### config.mk
export PLATFORM = sky130hd
export DESIGN_NAME = spin_sequencer
export DESIGN_NICKNAME = d
export VERILOG_FILES = /design/src/rtl/spin_pkg.sv /design/src/rtl/spin_lfsr.sv /design/src/rtl/spin_sequencer.sv
export SDC_FILE = /design/constraint.sdc
export NUM_CORES = 1
export LEC_CHECK = 0
export BUFFER_PORTS_ARGS = -buffer_cell sky130_fd_sc_hd__buf_2
export CORE_ASPECT_RATIO = 0.6
export CORE_MARGIN = 4
export CORE_UTILIZATION = 45
export DETAILED_ROUTE_END_ITERATION = 6
export GPL_TIMING_DRIVEN = 1
export PLACE_DENSITY = 0.61
export SLEW_MARGIN = 20
export SYNTH_ARGS = -nofsm -noshare
export SYNTH_HDL_FRONTEND = slang
export SYNTH_SLANG_ARGS = --single-unit
### constraint.sdc
create_clock -name clk -period 11.6 [get_ports clk]
set_input_delay 0.58 -clock clk [delete_from_list [all_inputs] [get_ports clk]]
set_output_delay 0.58 -clock clk [all_outputs]
set_load 0.005 [all_outputs]
### src/rtl/spin_pkg.sv
// spin_pkg: state encoding and LFSR constants shared by the roulette spin sequencer.
package spin_pkg;

    typedef enum logic [1:0] {
        ST_IDLE,
        ST_FAST,
        ST_SLOW,
        ST_SETTLE
    } state_t;

    localparam logic [15:0] LFSR_TAPS = 16'hB400;
    localparam logic [15:0] LFSR_SEED = 16'hACE1;

endpackage

### src/rtl/spin_lfsr.sv
// spin_lfsr: free-running 16-bit Galois LFSR, right-shifting, reseeded by rst.
module spin_lfsr
    import spin_pkg::*;
(
    input  logic        clk,
    input  logic        rst,
    output logic [15:0] lfsr_out
);

    logic [15:0] lfsr_q, lfsr_d;

    always_comb lfsr_d = lfsr_q[0] ? ((lfsr_q >> 1) ^ LFSR_TAPS) : (lfsr_q >> 1);

    always_ff @(posedge clk or posedge rst) begin
        if (rst) lfsr_q <= LFSR_SEED;
        else     lfsr_q <= lfsr_d;
    end

    assign lfsr_out = lfsr_q;

endmodule

### src/rtl/spin_sequencer.sv
// spin_sequencer: 8-LED roulette wheel spin (fast, decelerating slow, settle, stop).
// Define SPIN_FORCE_RESULT_EN to add force_en/force_pos for choosing the landing position.
module spin_sequencer
    import spin_pkg::*;
#(
    parameter logic [31:0] FAST_DIV   = 32'd2_500_000,
    parameter logic [31:0] FAST_STEPS = 32'd24,
    parameter logic [31:0] SLOW_INC   = 32'd500_000,
    parameter logic [31:0] SLOW_STEPS = 32'd8,
    parameter logic [31:0] HOLD       = 32'd25_000_000
) (
    input  logic       clk,
    input  logic       rst,
    input  logic       start,
    input  logic       abort,
`ifdef SPIN_FORCE_RESULT_EN
    input  logic       force_en,
    input  logic [2:0] force_pos,
`endif
    output logic [7:0] led_out,
    output logic [2:0] result_pos,
    output logic       busy,
    output logic       slowing,
    output logic       step_tick,
    output logic       done
);

    state_t      state_q, state_d;
    logic [31:0] cnt_q, cnt_d, step_q, step_d, period_q, period_d;
    logic [2:0]  extra_q, extra_d, pos_q, pos_d, pos_inc;
    logic [7:0]  led_q, led_d;
    logic        busy_q, busy_d, slowing_q, slowing_d, tick_q, tick_d, done_q, done_d;
    logic [15:0] lfsr;
    logic        force_hit;
    logic [2:0]  force_val;
    logic        unused_lfsr;

    spin_lfsr u_lfsr (
        .clk      (clk),
        .rst      (rst),
        .lfsr_out (lfsr)
    );

    assign unused_lfsr = ^lfsr[15:3];

`ifdef SPIN_FORCE_RESULT_EN
    assign force_hit = force_en;
    assign force_val = force_pos;
`else
    assign force_hit = 1'b0;
    assign force_val = 3'd0;
`endif

    always_comb begin
        state_d  = state_q;
        cnt_d    = cnt_q;
        step_d   = step_q;
        period_d = period_q;
        extra_d  = extra_q;
        pos_d    = pos_q;
        tick_d   = 1'b0;
        done_d   = 1'b0;
        pos_inc  = pos_q + 3'd1;
        case (state_q)
            ST_IDLE: begin
                if (start && !abort) begin
                    state_d = ST_FAST;
                    cnt_d   = '0;
                    step_d  = '0;
                    extra_d = lfsr[2:0];
                end
            end
            ST_FAST: begin
                if (cnt_q == FAST_DIV - 32'd1) begin
                    cnt_d  = '0;
                    pos_d  = pos_inc;
                    tick_d = 1'b1;
                    step_d = step_q + 32'd1;
                    if (step_q == FAST_STEPS - 32'd1) begin
                        state_d  = ST_SLOW;
                        step_d   = '0;
                        period_d = FAST_DIV + SLOW_INC;
                        // Choose the slow-step count so the last slow step lands on force_pos
                        extra_d  = force_hit ? force_val - pos_inc - SLOW_STEPS[2:0] : extra_q;
                    end
                end else begin
                    cnt_d = cnt_q + 32'd1;
                end
            end
            ST_SLOW: begin
                if (cnt_q == period_q - 32'd1) begin
                    cnt_d    = '0;
                    pos_d    = pos_inc;
                    tick_d   = 1'b1;
                    step_d   = step_q + 32'd1;
                    period_d = period_q + SLOW_INC;
                    if (step_q == SLOW_STEPS - 32'd1 + {29'd0, extra_q}) state_d = ST_SETTLE;
                end else begin
                    cnt_d = cnt_q + 32'd1;
                end
            end
            ST_SETTLE: begin
                if (cnt_q == HOLD - 32'd1) begin
                    state_d = ST_IDLE;
                    cnt_d   = '0;
                    done_d  = 1'b1;
                end else begin
                    cnt_d = cnt_q + 32'd1;
                end
            end
            default: state_d = ST_IDLE;
        endcase
        // Abort overrides any step or completion scheduled for this cycle
        if (abort && state_q != ST_IDLE) begin
            state_d = ST_IDLE;
            cnt_d   = '0;
            step_d  = '0;
            pos_d   = pos_q;
            tick_d  = 1'b0;
            done_d  = 1'b0;
        end
        busy_d    = state_d != ST_IDLE;
        slowing_d = state_d == ST_SLOW || state_d == ST_SETTLE;
        led_d     = 8'd1 << pos_d;
    end

    always_ff @(posedge clk or posedge rst) begin
        if (rst) begin
            state_q   <= ST_IDLE;
            cnt_q     <= '0;
            step_q    <= '0;
            period_q  <= '0;
            extra_q   <= '0;
            pos_q     <= '0;
            led_q     <= 8'h01;
            busy_q    <= 1'b0;
            slowing_q <= 1'b0;
            tick_q    <= 1'b0;
            done_q    <= 1'b0;
        end else begin
            state_q   <= state_d;
            cnt_q     <= cnt_d;
            step_q    <= step_d;
            period_q  <= period_d;
            extra_q   <= extra_d;
            pos_q     <= pos_d;
            led_q     <= led_d;
            busy_q    <= busy_d;
            slowing_q <= slowing_d;
            tick_q    <= tick_d;
            done_q    <= done_d;
        end
    end

    assign led_out    = led_q;
    assign result_pos = pos_q;
    assign busy       = busy_q;
    assign slowing    = slowing_q;
    assign step_tick  = tick_q;
    assign done       = done_q;

endmodule

# Word level (Yosys, flattened, before mapping)
# Index checks and enable logic that the tools add are counted.
[classes]
n_addsub = 6
mul = 0
n_div = 0
magnitude_cmp = 0
eq_ne = 16
n_shift = 1
n_mux = 35
bitwise = 1
n_reduce_logical = 12
[op_table]
columns = ["op", "n"]
rows = [
  ["$mux W32", 12],
  ["$pmux W32 S4", 1],
  ["$pmux W32 S3", 1],
  ["$add A32 B1 Y32 const B", 2],
  ["$pmux W32 S2", 1],
  ["$add A32 B19 Y32 const B", 1],
  ["$eq A32 B22 Y1 const B", 1],
  ["$eq A32 B25 Y1 const B", 1],
  ["$eq A32 B32 Y1", 1],
  ["$eq A32 B4 Y1", 1],
  ["$eq A32 B5 Y1 const B", 1],
  ["$sub A32 B1 Y32 const B", 1],
  ["$mux W16", 1],
  ["$mux W2", 7],
  ["$mux W3", 3],
  ["$ne A3 B3 Y1 const B", 3],
  ["$eq A2 B2 Y1 const B", 4],
  ["$pmux W2 S4", 1],
  ["$reduce_and A4 Y1", 2],
  ["$shl A1 B3 Y8 const A", 1],
  ["$mux W1", 6],
  ["$ne A2 B2 Y1 const B", 3],
  ["$pmux W3 S2", 1],
  ["$reduce_bool A2 Y1", 3],
  ["11 further kinds", 12],
]
[totals]
register_bits = 132
latchBits = 0
ramBits = 0
rom_bits = 0
out_inout_bits = 15
memories = 0

# Depth between registers and ports, before layout
# Gate-level depths: netlist of the first run.
[logic_depth]
word_depth = 8
mapped_depth = 16
ltp_nobuf = 12

# Modules after synthesis
# From an unflattened synthesis of the first run, not the netlist that was laid out.
[unflattened]
hier_cells = 915
hier_area_um2 = 7802.5
[by_module_without_submodules]
columns = ["mod", "n_inst", "cells_each", "area_per_inst_um2", "seq_area_each_um2"]
rows = [
  ["spin_sequencer", 1, 882, 7264.5, 2778.9],
  ["spin_lfsr", 1, 33, 538.0, 410.4],
]

# Least setup slack after synthesis of the first run
# No wires, ideal clock.
[synth_timing]
path_kind = "reg2reg"
from = "reg period_q[5]"
to = "reg step_q[10]"
arrival_ns = 3.658
required_ns = 11.522
slack_ns = 7.864
path_stages_with_launch = 16
n_path_buf = 4
path_cell_list = "dfrtp_1 -> clkbuf_1 -> inv_1 -> ha_1 -> clkbuf_1 -> or4b_1 -> clkbuf_1 -> nor4_4 -> a21oi_1 -> o31a_1 -> o21ai_1 -> a31o_4 -> a21boi_4 -> buf_6 -> or4_1 -> a21oi_1"
[synth_between]
elab_chain_len = 4
[synth_rtl]
columns = ["element", "line_no", "rtl"]
rows = [
  ["start, declared", "spin_sequencer.sv:29", "logic [31:0] cnt_q, cnt_d, step_q, step_d, period_q, period_d;"],
  ["start signal, assigned", "spin_sequencer.sv:144", "period_q <= period_d;"],
  ["$sub A32 B1 Y32", "spin_sequencer.sv:91", "if (cnt_q == period_q - 32'd1) begin"],
  ["$eq A32 B32 Y1", "spin_sequencer.sv:91", ""],
  ["$ne A3 B3 Y1 (no source line)", "-", ""],
  ["$reduce_and A4 Y1 (no source line)", "-", ""],
  ["end signal, assigned", "spin_sequencer.sv:143", "step_q <= step_d;"],
  ["end, declared", "spin_sequencer.sv:29", ""],
]
# No other way between the ends.
# A chain may end at the register's enable or synchronous reset.

# Worst setup path after layout of the first run
[layout_timing]
from = "reg period_q[5]"
to = "reg period_q[20]"
[layout_between]
elab_chain_len = 4
elab_cells_between_ends = 7
[layout_rtl]
columns = ["element", "line_no"]
rows = [
  ["$sub A32 B1 Y32", "spin_sequencer.sv:91"],
  ["$eq A32 B32 Y1", "spin_sequencer.sv:91"],
  ["$ne A2 B2 Y1 (no source line)", "-"],
  ["$reduce_and A4 Y1 (no source line)", "-"],
]
# Parallel ways exist; a longest one is shown, timed or not. The select of a mux whose other input is x is not followed.

==> flow_summary.ini, run 1 <==
[status]
status = complete, no violations

[critical_path]
setup.worst_path.start_class = flip-flop
cp.required_ns = 11.91
r2r_cells = 11
crit_type = reg -> reg
cp.arrival_ns = 4.78
crit_fanout = 12
crit_path_end_kind = flip-flop

[timing]
fin_ws_ns = 7.13
maxSlewViolCount = 0
setup_tns_ns = 0
setup_violations = 0
max_freq_mhz = 224
final_hold_viol_count = 0
slew-limit-headroom_pct = 34.2
clock_skew_ns = 0.00689
period_share_pct = 38.5
fin_hold_ws_ns = 0.218
rsz0062_at_grt = false
worst_slew_pin_slew_ns = 0.984
period_minus_slack_ns = 4.47

[drt]
vias = 7107
drc_errors = 0
routed_wl_um = 21100
avgRoutedWirePerCell_um = 18.2
first_pass_iters = 6
drtIter0Drc = 914
vias_per_cell = 6.14
postRouteAntennaNets = 0

[logic_synthesis]
yosysMostFrequentCell = dfrtp_1
synth_area_um2 = 8010
synth_xor_area_share_pct = 5.36
yosys.area.top_type_share_pct = 36.9
synthTopCellsByCount = dfrtp_1 (118), nand2_1 (88), nand3_1 (61), a21oi_1 (56), o21ai_0 (56)
avgSynthCellArea_um2 = 8.60
synth_cells = 931
ys_types = 73
synth_compound_area_share_pct = 18.0
ys_async_sr_fraction_pct = 100
ys_seq_area_share_pct = 39.8
syn_nets = 946
synth-simple-area-share_pct = 29.0
synthMuxAreaShare_pct = 1.30
synth_area_leader_cell = dfrtp_1
yosys.area_share.adder_pct = 1.72
ys.flop_type = dfrtp_1
synth_edf_count = 0
synth.area.top_cells = dfrtp_1 (37%), nand2_1 (4.1%), nand3_1 (3.8%)
yosysWarnings = 0
synth_top_family_by_area = simple AND/OR/NAND/NOR gates
yosys_register_bits = 127

[floorplan]
rows = 37
core-area_um2 = 17300
die_area_um2 = 20100
start_util_pct = 46.3
die_w_um = 180
io_pins = 19
die_y_um = 111

[clock_tree]
cts_resized = 0
holdBufCountCts = 0
htreeDepth = 4
cts_buffer_depth = 2
cts_tree = done
cts_setup_buffers = 0
root_buffer = clkbuf_16
path_clk_slew_ns = 0.06
insertion_delay_ns = 0.43
clock_sinks = 127
cts_buffers = 17

[global_route]
gr-total-overflow = 0
grtUsageTotal_pct = 21.6
antenna_found_initial = 0
grt_pass1_wl_um = 35200
grt_max_degree = 69
grt_pass1_vias = 6264

[power_and_ir_drop]
peakVddDrop_mv = 0.0965
p_switching_uw = 558
seqPwrFrac_pct = 38.1
p_comb_share_pct = 27.0
sw_frac_of_total_pct = 36.8
powerDensity_nw_per_um2 = 173
p_clk_share_pct = 34.9
leakage_nw = 3.66
p_int_uw = 959
total_power_mw = 1.52

[flow_run]
maxCapViolCount = 0

[place]
io_buffer_count = 18
dp_hpwl_um = 14800
pre_cts_ws_ns = 7.21
routabilityCongestion = 0.957

[min_path]
min_path_type = in -> async

[cells_and_area]
drive_gt1_share_pct = 9.86
areaGrowthSynthToFinish_pct = 9.26
final_nets = 925
diodes = 0
per-stage QoR:
step / instances / utilization [%] / area [um2]
5_1_grt: 1157 / 50.5 / 8750
2_1_floorplan: 931 / - / 8010
6_report: 1157 / 50.5 / 8750
3_5_place_dp: 1125 / 47.1 / 8160
4_1_cts: 1157 / 50.5 / 8740
3_3_place_gp: 1125 / 47.1 / 8160
kinds of logic after synthesis:
group,Yosys count
adders and majority gates,11
AOI/OAI and AO/OA,224
xor gates and xnor gates,49
muxes,10
buffers and inverters,92
and+or+nand+nor,418
DFF,127
final cells by class:
cell class | instances | area, um2
timing repair buffer | 23 | 128
clock buffer | 21 | 460
tap | 234 | 293
fill | 1663 | 8560
multi-input combinational | 712 | 4450
clock inverter | 11 | 115
inverter | 29 | 114
sequential | 127 | 3190
critical path, stage by stage, from the launching register on:
cell and delay [ns]:
dfrtp_1 0.52, inv_1 0.14, ha_1 0.37, or4b_1 0.60, nor4_4 0.43, and3_1 0.26
a21oi_1 0.07, o21ai_1 0.52, nand4_2 0.38, a21oi_1 0.77, a21oi_1 0.14, nand2b_1 0.16
registers in the layout, summed over array words and instances, names as in the netlist:
| register | flops |
|---|---|
| busy | 1 |
| cnt_q | 32 |
| done | 1 |
| extra_q | 3 |
| led_out | 8 |
| period_q | 27 |
| result_pos | 3 |
| slowing | 1 |
| state_q | 2 |
| step_q | 32 |
| step_tick | 1 |
| u_lfsr.lfsr_out | 16 |
power groups by stage:
stage | Combinational [mW] | Clock (mW) | Sequential, mW
4_1_cts | 0.403 | 0.540 | 0.572
2_1_floorplan | 0.373 | 0 | 0.514
3_5_place_dp | 0.402 | 0 | 0.578
3_3_place_gp | 0.403 | 0 | 0.579
6_report | 0.410 | 0.529 | 0.578
5_1_grt | 0.462 | 0.564 | 0.587
final timing paths:
path / startpoint / end / slack, ns
min in group clk: u_lfsr.lfsr_out[4]$_DFF_PP0_ / u_lfsr.lfsr_out[3]$_DFF_PP0_ / 0.35
setup reg to reg: period_q[5]$_DFFE_PP0P_ / period_q[20]$_DFFE_PP0P_ / 7.13
max in group asynchronous: rst / step_q[21]$_DFFE_PP0P_ / 10.08
hold / removal: rst / slowing$_DFF_PP0_ / 0.22
hold reg to reg: u_lfsr.lfsr_out[4]$_DFF_PP0_ / u_lfsr.lfsr_out[3]$_DFF_PP0_ / 0.35
setup / recovery: period_q[5]$_DFFE_PP0P_ / period_q[20]$_DFFE_PP0P_ / 7.13
layout by cell type (no fill, tap or decap), types with 4 or more instances in the layout:
| master | Yosys | layout |
|---|---|---|
| dfrtp_1 | 118 | 118 |
| nand2_1 | 88 | 88 |
| nand3_1 | 61 | 61 |
| a21oi_1 | 56 | 56 |
| o21ai_0 | 56 | 56 |
| nor2_1 | 49 | 49 |
| or4_1 | 35 | 35 |
| o31ai_1 | 31 | 31 |
| xnor2_1 | 29 | 29 |
| or3_1 | 28 | 28 |
| inv_1 | 29 | 28 |
| and3_1 | 26 | 26 |
| nor3_1 | 25 | 25 |
| xor2_1 | 20 | 20 |
| nor4_1 | 21 | 20 |
| nand4_1 | 19 | 19 |
| a21o_1 | 18 | 18 |
| buf_2 | 7 | 18 |
| clkbuf_16 | 0 | 17 |
| nand2b_1 | 15 | 15 |
| a31oi_1 | 16 | 15 |
| ha_1 | 11 | 11 |
| nor3b_1 | 9 | 9 |
| and2_1 | 9 | 9 |
| dfstp_2 | 9 | 9 |
| mux2i_1 | 7 | 7 |
| or2_2 | 6 | 6 |
| clkinv_2 | 0 | 6 |
| nor4b_1 | 5 | 5 |
| a22oi_1 | 5 | 5 |
| buf_4 | 1 | 5 |
| a211oi_1 | 4 | 4 |
| and4_1 | 4 | 4 |
per-layer routing:
metal,track usage (%),routed length [um],up-vias
li1,-,-,3410
met1,36.8,11700,3434
met2,25.6,7540,243
met3,6.07,1600,20
met4,5.44,231,0
met5,0,0,-
Note: power is estimated with default switching activity, not from simulation.
==> inputs of run 2 (changes only) <==
--- a/config.mk
+++ b/config.mk
@@ -11,7 +11,7 @@
 export CORE_UTILIZATION = 45
 export DETAILED_ROUTE_END_ITERATION = 6
 export GPL_TIMING_DRIVEN = 1
-export PLACE_DENSITY = 0.61
+export PLACE_DENSITY = 0.63
 export SLEW_MARGIN = 20
 export SYNTH_ARGS = -nofsm -noshare
 export SYNTH_HDL_FRONTEND = slang
==> constraint.sdc (replaced) <==
create_clock -name clk -period 3.8 [get_ports clk]
set_input_delay 0.19 -clock clk [delete_from_list [all_inputs] [get_ports clk]]
set_output_delay 0.19 -clock clk [all_outputs]
set_load 0.005 [all_outputs]
==> run 2 against run 1 <==
  * Worst setup slack worse by 7.0 ns
  * Non-clock buffer count is 56 higher
  * Sequential share of layout area is 2.0 points lower
  * Count of clock-buffer cells in the layout is 6 higher
  * Critical path depth stayed put
  * Clock power grew to 2.9 times the previous value
  * Hold slack worse by 0.036 ns
  * Utilization is 3.0 points higher
  * Flip-flop and latch count stayed put
  * Fmax is 22% higher
  * Critical endpoint is now step_q[24]$_DFFE_PP0P_
  * Largest power group is now combinational logic
==> flow_summary.ini, run 2 (synthesized netlist as in run 1, its figures left out) <==
[status]
status = complete, no violations

[clock_tree]
cts_buffer_depth = 2
clock_sinks = 127
cts_buffers = 17
htreeDepth = 4
path_clk_slew_ns = 0.06
root_buffer = clkbuf_16
insertion_delay_ns = 0.43
cts_tree = done

[floorplan]
die_area_um2 = 20100
core-area_um2 = 17300
start_util_pct = 46.3
die_w_um = 180
io_pins = 19
die_y_um = 111
rows = 37

[timing]
setup_tns_ns = 0
fin_ws_ns = 0.141
rsz0062_at_grt = false
max_freq_mhz = 273
worst_slew_pin_slew_ns = 0.784
slew-limit-headroom_pct = 47.7
period_share_pct = 96.3
maxSlewViolCount = 0
fin_hold_ws_ns = 0.182
setup_violations = 0
clock_skew_ns = 0.0138
final_hold_viol_count = 0
period_minus_slack_ns = 3.66

[critical_path]
cp.arrival_ns = 4.00
cp-startpoint = period_q[21]$_DFFE_PP0P_
setup.worst_path.start_class = flip-flop
reg2reg_from = period_q[21]$_DFFE_PP0P_
crit_fanout = 31
cp.required_ns = 4.14
rrSetupSlack_ns = 0.14
crit_path_end_kind = flip-flop
crit_type = reg -> reg

[power_and_ir_drop]
powerDensity_nw_per_um2 = 524
sw_frac_of_total_pct = 36.1
leakage_nw = 3.96
p_clk_share_pct = 32.0
seqPwrFrac_pct = 32.4
p_comb_share_pct = 35.6
peakVddDrop_mv = 0.368
p_switching_mw = 1.75
p_int_mw = 3.10

[global_route]
antenna_found_initial = 0
grt_pass1_wl_um = 36500
grt_pass1_vias = 6597
gr-total-overflow = 0
grtUsageTotal_pct = 22.6
grt_max_degree = 68

[drt]
vias = 7441
drc_errors = 0
routed.top_layer = met4
drtIter0Drc = 836
routed_wl_um = 22700
route.met2.wl_um = 8560
vias_per_cell = 6.13
postRouteAntennaNets = 0
avgRoutedWirePerCell_um = 18.7
wirelength_met1_um = 11700
first_pass_iters = 5
met3_length_um = 2330

[min_path]
hp-start = abort
min_path_type = in -> reg

[cells_and_area]
fin_util_pct = 53.5
areaGrowthSynthToFinish_pct = 15.7
mostFrequentLayoutCell = dfrtp_1
stdcell_count = 1213
final_cell_mix = dfrtp_1 (118), nand2_1 (88), nand3_1 (61), o21ai_0 (56), a21oi_1 (54)
fillers = 1570
top_regs = cnt_q: 32 flops, step_q: 32 flops, period_q: 27 flops
final_nets = 981
diodes = 0
drive_gt1_share_pct = 14.8

[place]
dp_hpwl_um = 16200
post-place-cells = 1175
routabilityCongestion = 0.937
pre_cts_ws_ns = 0.0816
io_buffer_count = 18

[flow_run]
maxCapViolCount = 0
[run 2: routing by layer]
| layer | up-vias | global-route usage (%) |
|---|---|---|
| li1 | 3495 | - |
| met1 | 3604 | 37.3 |
| met2 | 323 | 28.6 |
| met3 | 19 | 6.17 |
| met4 | 0 | 4.78 |
| met5 | - | 0 |
[run 2: per-stage QoR]
stage / power, mW / cell area (um2)
after detailed placement: 3.23 / 8610
after global placement: 3.22 / 8610
final: 4.86 / 9270
after CTS: 4.80 / 9180
after floorplan: 2.71 / 8010
after global routing: 5.13 / 9270
[run 2: power by group through the flow]
stage               Combinational [mW]  Sequential, mW  Clock, mW
global placement                  1.64            1.59          0
detailed placement                1.64            1.59          0
finish                            1.73            1.57       1.55
global route                      1.89            1.59       1.65
CTS                               1.65            1.57       1.58
floorplan                         1.14            1.57          0
[run 2: final cells by class]
type / instances / area (um2) / share of cell area [%]
repair buffers: 79 / 643 / 6.94
multi-input cells: 712 / 4470 / 48.3
inverters: 29 / 111 / 1.20
clock buffers: 27 / 503 / 5.43
flip-flops and latches: 127 / 3190 / 34.4
clock inverters: 5 / 55.1 / 0.594
well taps: 234 / 293 / 3.16
[run 2: worst paths after layout]
| kind | end | depth (start not counted) |
|---|---|---|
| hold / removal | state_q[0]$_DFF_PP0_ | 3 |
| min in group asynchronous | cnt_q[31]$_DFFE_PP0N_ | 3 |
| hold reg to reg | u_lfsr.lfsr_out[2]$_DFF_PP0_ | 0 |
| setup reg to reg | step_q[24]$_DFFE_PP0P_ | 11 |
| setup / recovery | step_q[24]$_DFFE_PP0P_ | 11 |
| max in group asynchronous | u_lfsr.lfsr_out[7]$_DFF_PP1_ | 4 |
[run 2: what timing repair did]
action	CTS	global route
setup endpoints to repair	0	37
setup buffers	0	4
gates resized for setup	0	6
hold endpoints to repair	60	0
hold buffers	1	0
[run 2: worst max-delay path, cell delays in order, from the launching register on]
cell and delay [ns]:
dfrtp_1 0.38, or4_1 0.59, buf_4 0.18, nor4b_1 0.44
a21oi_1 0.16, a311oi_1 0.32, and4bb_4 0.33, a31o_4 0.22
a21boi_4 0.09, buf_12 0.18, or4_1 0.51, a21oi_1 0.17
==> inputs of run 3 (changes only) <==
--- a/config.mk
+++ b/config.mk
@@ -12,6 +12,7 @@
 export DETAILED_ROUTE_END_ITERATION = 6
 export GPL_TIMING_DRIVEN = 1
 export PLACE_DENSITY = 0.63
+export RECOVER_POWER = 25
 export SLEW_MARGIN = 20
 export SYNTH_ARGS = -nofsm -noshare
 export SYNTH_HDL_FRONTEND = slang
==> run 3 against run 2 <==
  * The run now ends with capacitance limit, slew limit left
  * Sequential power is essentially flat
  * Routed wire length grew 0.37%
  * Critical path depth shrank 1
  * Largest power group unchanged
  * Critical path type unchanged
==> flow_summary.ini, run 3 (synthesized netlist as in run 1, its figures left out) <==
[status]
status = finished with violations
violations = capacitance limit, slew limit

[drt]
first_pass_iters = 5
avgRoutedWirePerCell_um = 18.8
drtIter0Drc = 856
drc_errors = 0
routed_wl_um = 22800
vias_per_cell = 6.13
vias = 7431
postRouteAntennaNets = 0

[global_route]
antenna_found_initial = 0
grt_max_degree = 68
grt_pass1_wl_um = 36500
grtUsageTotal_pct = 22.6
grt_pass1_vias = 6597
gr-total-overflow = 0

[cells_and_area]
top_regs = cnt_q: 32 flops, step_q: 32 flops, period_q: 27 flops
mostFrequentLayoutCell = dfrtp_1
diodes = 0
final_nets = 981
areaGrowthSynthToFinish_pct = 15.6
fin_util_pct = 53.5
drive_gt1_share_pct = 13.9
postLayoutCellArea_um2 = 9260
final_cell_mix = dfrtp_1 (118), nand2_1 (88), nand3_1 (61), o21ai_0 (56), a21oi_1 (54)

[critical_path]
setup.worst_path.start_class = flip-flop
cp_top_family = simple AND/OR/NAND/NOR gates
cp.required_ns = 4.14
max_stage_delay_ns = 0.61
rrSetupSlack_ns = 0.14
critPathBufInv = 1
crit_path_frequent_cell = or4_4
crit_fanout = 31
slowest_stage = or4_4
crit_chain = or4_4, or4_4, or3_1, a22oi_2, and4bb_4, a31o_4, a21boi_4, buf_12, or4_1, a21oi_1
crit_type = reg -> reg
cp.arrival_ns = 4.00
crit_path_end_kind = flip-flop

[floorplan]
die_w_um = 180
die_y_um = 111
core-area_um2 = 17300
start_util_pct = 46.3
io_pins = 19
die_area_um2 = 20100
rows = 37

[timing]
period_share_pct = 96.3
rsz0062_at_grt = false
worst_slew_pin_slew_ns = 2.36
setup_tns_ns = 0
period_minus_slack_ns = 3.66
slew-limit-headroom_pct = -57.6
final_hold_viol_count = 0
fin_ws_ns = 0.140
maxSlewViolCount = 61
setup_violations = 0
clock_skew_ns = 0.0155
max_freq_mhz = 273

[place]
pre_cts_ws_ns = 0.0816
routabilityCongestion = 0.937
post_dp_cell_area_um2 = 8610
io_buffer_count = 18
dp_hpwl_um = 16200

[power_and_ir_drop]
powerDensity_nw_per_um2 = 525
peakVddDrop_mv = 0.367
leakage_nw = 3.93

[min_path]
min_path_type = in -> reg

[clock_tree]
cts_buffers = 17
clock_sinks = 127
cts_tree = done
cts_buffer_depth = 2
path_clk_slew_ns = 0.06
htreeDepth = 4
insertion_delay_ns = 0.43
root_buffer = clkbuf_16

[flow_run]
maxCapViolCount = 1
[run 3: changes by cell type in the layout (fill, tap and decap cells not counted)]
cell	delta
buf_2	-6
clkbuf_1	+6
dfstp_1	+2
dfstp_2	-2
inv_1	+1
inv_4	-1
[run 3: power breakdown]
group / switching, mW / internal, mW
clock network: 0.587 / 0.967
logic: 1.07 / 0.658
registers: 0.0976 / 1.48
total: 1.76 / 3.10
[run 3: layer usage]
layer	wire, um	GRT usage, %	vias up
met1	11800	37.3	3595
met2	8660	28.6	319
li1	-	-	3502
met5	0	0	-
met4	148	4.78	0
met3	2190	6.17	15
[run 3: timing repair]
action | 4_1_cts | 5_1_grt
setup endpoints to repair | 0 | 37
hold buffers | 1 | 0
gates resized for setup | 0 | 6
buffers inserted | 0 | 4
endpoints found under the hold margin | 60 | 0
[run 3: worst paths after layout]
path | startpoint | endpoint | cells past startpoint
min in group asynchronous | rst | cnt_q[31]$_DFFE_PP0N_ | 3
max in group asynchronous | rst | cnt_q[20]$_DFFE_PP0N_ | 3
max | period_q[13]$_DFFE_PP0P_ | step_q[24]$_DFFE_PP0P_ | 10
min | abort | state_q[0]$_DFF_PP0_ | 3
max reg2reg | period_q[13]$_DFFE_PP0P_ | step_q[24]$_DFFE_PP0P_ | 10
min reg2reg | u_lfsr.lfsr_out[3]$_DFF_PP0_ | u_lfsr.lfsr_out[2]$_DFF_PP0_ | 0
[run 3: final cells by class]
cell class	count	area [um2]
clock buffers	27	503
clock inverters	5	55.1
fillers	1574	8060
inverters	29	109
multi-input cells	712	4470
flip-flops and latches	127	3190
well taps	234	293
repair buffers	79	636
[run 3: metrics by stage]
step	instances	total power, mW	hold slack (ns)
4_1_cts	1208	4.80	0.152
5_1_grt	1213	5.13	0.196
3_3_place_gp	1175	3.22	0.333
2_1_floorplan	931	2.71	0.331
6_report	1213	4.86	0.182
3_5_place_dp	1175	3.23	0.337
[run 3: tightest hold or removal path: cells and delay by family]
kind,cells,cell delay (ns)
AOI/OAI and AO/OA,2,0.21
buffers and inverters,1,0.14
